===== src/rtl/mute_ramp.sv =====
// rtl/mute_ramp.sv - soft-mute gain ramp between the I2S deserializer and the NOS DAC
//
// Scales each stereo sample by a gain that ramps between silence (0) and unity (256).
// The ramp avoids clicks when the MCU toggles mute.
//
// Ports:
//   clk       master clock (mclk domain)
//   resetn    asynchronous active-low reset
//   mute      level-sensitive mute request, asynchronous to clk
//   in_data   [63:32] left, [31:0] right, signed, left-justified
//   in_valid  one-cycle strobe qualifying in_data
//   out_data  scaled sample, same packing as in_data, held between strobes
//   out_valid one-cycle strobe, two cycles after the matching in_valid
//   muted     high while the ramp sits in MUTED (drives the DAC mute pin)
//   gain      current gain, 0..256, 256 = unity
module mute_ramp #(
    parameter int STEP      = 1,
    parameter bit SYNC_MUTE = 1
) (
    input  logic        clk,
    input  logic        resetn,
    input  logic        mute,
    input  logic [63:0] in_data,
    input  logic        in_valid,
    output logic [63:0] out_data,
    output logic        out_valid,
    output logic        muted,
    output logic [8:0]  gain
);

    typedef enum logic [1:0] {
        MUTED     = 2'd0,
        RAMP_UP   = 2'd1,
        UNMUTED   = 2'd2,
        RAMP_DOWN = 2'd3
    } state_t;

    localparam logic [9:0] STEP_W = 10'(STEP);
    localparam logic [9:0] UNITY  = 10'd256;

    state_t      state;
    state_t      state_nxt;
    logic [8:0]  gain_nxt;
    logic [1:0]  sync_q;
    logic        m_s;
    logic [9:0]  up_sum;
    logic [8:0]  gain_up;
    logic [8:0]  gain_dn;

    logic signed [40:0] prod_l_q;
    logic signed [40:0] prod_r_q;
    logic               v1_q;
    logic signed [40:0] sh_l;
    logic signed [40:0] sh_r;
    logic               unused_sh_bits;

    // Synchronizer resets to 1 so the block comes out of reset asking for mute.
    always_ff @(posedge clk or negedge resetn) begin
        if (!resetn) begin
            sync_q <= 2'b11;
        end else begin
            sync_q <= {sync_q[0], mute};
        end
    end

    assign m_s = SYNC_MUTE ? sync_q[1] : mute;

    // Saturating step in both directions; a 10-bit sum keeps the 256 ceiling visible.
    assign up_sum  = {1'b0, gain} + STEP_W;
    assign gain_up = (up_sum > UNITY) ? 9'd256 : up_sum[8:0];
    assign gain_dn = ({1'b0, gain} > STEP_W) ? (gain - STEP_W[8:0]) : 9'd0;

    // Gain moves according to the state before the edge, only on accepted samples.
    always_comb begin
        gain_nxt = gain;
        if (in_valid) begin
            case (state)
                RAMP_UP:   gain_nxt = gain_up;
                RAMP_DOWN: gain_nxt = gain_dn;
                default:   gain_nxt = gain;
            endcase
        end
    end

    // A reversal keeps the current gain, so direction changes never jump.
    always_comb begin
        state_nxt = state;
        case (state)
            MUTED: begin
                if (!m_s) state_nxt = RAMP_UP;
            end
            RAMP_UP: begin
                if (m_s)                    state_nxt = RAMP_DOWN;
                else if (gain_nxt == 9'd256) state_nxt = UNMUTED;
            end
            UNMUTED: begin
                if (m_s) state_nxt = RAMP_DOWN;
            end
            RAMP_DOWN: begin
                if (!m_s)                  state_nxt = RAMP_UP;
                else if (gain_nxt == 9'd0) state_nxt = MUTED;
            end
            default: state_nxt = MUTED;
        endcase
    end

    // muted is registered from the next state so it changes on the same edge as state.
    always_ff @(posedge clk or negedge resetn) begin
        if (!resetn) begin
            state <= MUTED;
            gain  <= 9'd0;
            muted <= 1'b1;
        end else begin
            state <= state_nxt;
            gain  <= gain_nxt;
            muted <= (state_nxt == MUTED);
        end
    end

    // Stage 1: multiply with the gain present in the sample's own cycle.
    always_ff @(posedge clk or negedge resetn) begin
        if (!resetn) begin
            prod_l_q <= '0;
            prod_r_q <= '0;
            v1_q     <= 1'b0;
        end else begin
            v1_q <= in_valid;
            if (in_valid) begin
                prod_l_q <= 41'($signed(in_data[63:32])) * 41'($signed({1'b0, gain}));
                prod_r_q <= 41'($signed(in_data[31:0]))  * 41'($signed({1'b0, gain}));
            end
        end
    end

    // |sample * gain| <= 2^39, so the low 32 bits of the shifted product never overflow.
    assign sh_l = prod_l_q >>> 8;
    assign sh_r = prod_r_q >>> 8;
    assign unused_sh_bits = ^{sh_l[40:32], sh_r[40:32]};

    // Stage 2: shift and pack; out_data holds between strobes.
    always_ff @(posedge clk or negedge resetn) begin
        if (!resetn) begin
            out_data  <= 64'h0;
            out_valid <= 1'b0;
        end else begin
            out_valid <= v1_q;
            if (v1_q) begin
                out_data <= {sh_l[31:0], sh_r[31:0]};
            end
        end
    end

endmodule


===== config.mk =====
export PLATFORM = sky130hd
export DESIGN_NAME = mute_ramp
export DESIGN_NICKNAME = d
export VERILOG_FILES = /design/src/rtl/mute_ramp.sv
export SDC_FILE = /design/constraint.sdc
export NUM_CORES = 2
export LEC_CHECK = 0
export BUFFER_PORTS_ARGS = -buffer_cell sky130_fd_sc_hd__buf_2
export CORE_AREA = 2 2 168 236
export DETAILED_ROUTE_END_ITERATION = 6
export DIE_AREA = 0 0 170 238
export GPL_ROUTABILITY_DRIVEN = 1
export PLACE_DENSITY = 0.83
export SLEW_MARGIN = 20
export SYNTH_ARGS = -nofsm -noshare
export SYNTH_HDL_FRONTEND = slang
export SYNTH_SLANG_ARGS = --single-unit

===== constraint.sdc =====
create_clock -name clk -period 8.8 [get_ports clk]
set_clock_uncertainty 0.1 [all_clocks]
set_input_delay 1.76 -clock clk [delete_from_list [all_inputs] [get_ports clk]]
set_output_delay 1.76 -clock clk [all_outputs]
set_load 0.03 [all_outputs]

==> qor.csv <==
stage;metric;value;unit
outcome;status;finished with violations;
outcome;failing checks;design-rule violations;
synth;Synth Cell Area;24300;µm²
finish;most common cell after layout, fill and taps aside;inv_1;
clock_network;hold_buf cts;0;
setup_path;CP max-delay cell;o311ai_0;
min_path;HP Class;reg2reg;
placement;Port Buffers;142;
timing;Final Hold Fails;0;
drt;DR vias;18409;
grt;first-pass GRT wire length;101000;µm
drt;initial drt markers;1135;
synth;syn_nets;3252;
synth;#FFs+latches synth;144;
synth;unique cell type count in the Yosys netlist;75;
placement;Placement Setup Slack;1.08;ns
synth;Synth Area in Adders;45.8;%
drt;total wire length;60000;µm
finish;fraction of layout cells with a size suffix above 1;12.5;%
setup_path;crit path DAT;7.78;ns
synth;Post-synth EDFFs;0;
die;Core Region;38300;µm²
min_path;hold path cells;0;
clock_network;Post-CTS Setup Repair Bufs;0;
drt;vias per inst;5.93;
setup_path;Top delay family on crit path;adder cells;
clock_network;CTS root buf;clkbuf_16;
drt;routed len/inst;19.3;µm
synth;post-synthesis compound-gate area fraction;6.27;%
die;die area;40500;µm²
setup_path;R2R setup slack;1.32;ns
setup_path;worst-path cell chain;buf_2, nand2_1, fa_1, inv_1, fa_1, fa_1, fa_1, inv_1, fa_1, inv_1, ha_1, and3_1, a221oi_1, o22ai_1, o31ai_1, a21boi_0, o311ai_0, nand3_1, o211ai_1;
timing;measured slew at the worst slew-check pin;1.18;ns
synth;syn avg cell area;9.49;µm²
die;Die W;170;µm
setup_path;cell count of the worst reg-to-reg path;19;
timing;RSZ-0062 raised after global routing;no;
synth;Synth Instances;2564;
setup_path;RR Startpoint;gain[1];
synth;mux cell area share after synthesis;4.81;%
drt;DRC Markers;12;
finish;layout net count;3299;
grt;initial antenna violation count;5;
timing;Fmax;133;MHz
synth;simple-gate share of the synthesized area;16.0;%
finish;P&R area growth vs syn;6.17;%
timing;Final period util;85.6;%
clock_network;clock sinks;144;
placement;DP Wirelength;45700;µm
setup_path;reg2reg end;prod_l_q[39];
clock_network;Skew-Pair Late Insertion Delay;0.45;ns
grt;total global routing track utilization;31.8;%
synth;Async S/R FF share, synth;100;%
setup_path;Slowest Stage Delay on Critical Path;0.70;ns
setup_path;most frequent CP cell;fa_1;
min_path;Min-Delay Endpoint;sync_q[1];
drt;First-pass DRT Iterations;7;
setup_path;CP endpoint kind;flip-flop;
finish;most frequent cells in the layout;inv_1 (492), fa_1 (452), nand2_1 (369);
timing;max-slew violations;0;
timing;setup slack after layout;1.27;ns
setup_path;worst-path maximum fanout;9;
setup_path;Startpoint Class;input pin;
setup_path;Crit path required time;9.05;ns
setup_path;Stages on worst setup path;19;
die;die height;238;µm
synth;prevailing post-synth register cell;dfrtp_1;
synth;Ys Warns;0;
clock_network;Clock transition at path regs;0.07;ns
die;row cnt;85;
clock_network;CTS tree;yes;
grt;total grt overflow;0;
setup_path;WP buf/inv;4;
placement;gpl congestion;0.922;
timing;Final setup viols;0;
die;Initial Util;63.5;%
grt;largest net degree at the start of global routing;84;
min_path;min-delay src;sync_q[0];
synth;Seq/Total Area, Yosys;14.8;%
drt;post-route ant nets;0;
clock_network;htree depth;4;
synth;xor and xnor area share after synthesis;2.56;%
run;max_cap viols;0;
grt;vias in the first global route;20563;
setup_path;critical setup path kind;in2reg;
clock_network;cts repair resizes;0;
timing;Final TNS setup;0;ns
timing;clock period minus final worst setup slack;7.53;ns
timing;Slew headroom;21.5;%
clock_network;Max Root-Sink Buffers;2;
synth;largest family of logic cells by synthesized area;adder cells;
clock_network;Inserted Clock Buffers;17;
die;Top Ports;143;
-- worst max path at each step --
stage | slack, ns | end | start
after floorplan | 1.61 | prod_r_q[35] | in_data[7]
after global placement | 1.22 | prod_r_q[35] | in_data[7]
after detailed placement | 1.08 | prod_l_q[39] | in_data[49]
after CTS | 1.47 | prod_l_q[39] | in_data[49]
after global routing | 1.14 | prod_l_q[39] | in_data[42]
final | 1.27 | prod_l_q[39] | in_data[44]
-- Yosys cell counts (4+ instances only) --
master	n	share of area [%]
buf_2	8	0.16
o211ai_1	12	0.37
nand2b_1	4	0.10
xor2_1	19	0.68
nor3b_1	4	0.12
a211oi_1	12	0.37
o21a_1	7	0.22
nand2_1	369	5.7
nand3b_1	4	0.12
and4_1	4	0.14
or3_1	4	0.10
nand4_1	9	0.23
mux2_2	104	4.8
ha_1	168	8.6
o22ai_1	6	0.15
clkbuf_1	82	1.3
a21boi_0	4	0.12
o31ai_1	8	0.25
inv_1	492	7.6
nand3_1	18	0.37
a221oi_1	4	0.14
a21oi_1	66	1.4
o21ai_0	29	0.60
nor3_1	10	0.21
fa_1	452	37
a31oi_1	10	0.26
buf_1	36	0.56
a311oi_1	4	0.14
and2_1	265	6.8
nor2b_1	7	0.18
nor4_1	5	0.13
dfrtp_1	141	15
a21o_1	22	0.68
xnor2_1	52	1.9
or2_2	4	0.10
o21bai_1	7	0.22
nor2_1	42	0.65
and3_1	13	0.33
-- metrics by stage --
stage                     std cells  utilization (%)  hold slack (ns)  area, µm²
after floorplan                2564                -            0.245      24300
after global placement         3070             65.9            0.282      25200
after detailed placement       3070             65.9            0.275      25200
after CTS                      3102             67.4            0.292      25800
after global routing           3104             67.4            0.294      25800
final                          3104             67.4            0.296      25800
-- registers in the layout (all words and copies together), names as in the netlist --
| register | flops |
|---|---|
| sync_q | 2 |
| v1_q | 1 |
| gain | 9 |
| prod_r_q | 32 |
| muted | 1 |
| prod_l_q | 32 |
| out_data | 64 |
| out_valid | 1 |
| state | 2 |
-- logic make-up after synthesis --
group	after synthesis
AO/OA/AOI/OAI	225
XOR/XNOR	71
adder cells (fa/ha/maj)	620
buffers and inverters	621
flip-flops	144
multiplexers	104
AND/OR/NAND/NOR	779
-- cell type report --
class / count / area, µm²
diodes: 2 / 5.00
well taps: 478 / 598
repair buffers: 156 / 822
fillers: 2904 / 12500
flip-flops and latches: 144 / 3620
clock inverters: 13 / 126
clock buffers: 19 / 443
inverters: 493 / 1850
multi-input cells: 1799 / 18400
-- layer usage --
layer | vias to the layer above | part of all wire, % | global-route usage (%)
li1 | 7945 | - | -
met1 | 9414 | 35 | 34.2
met2 | 775 | 53 | 57.8
met3 | 269 | 5.9 | 5.27
met4 | 6 | 6.7 | 20.0
met5 | - | 0.073 | 0
Power is not shown: default switching activity piles up to over one toggle a cycle in this logic, so the estimate is an artifact.
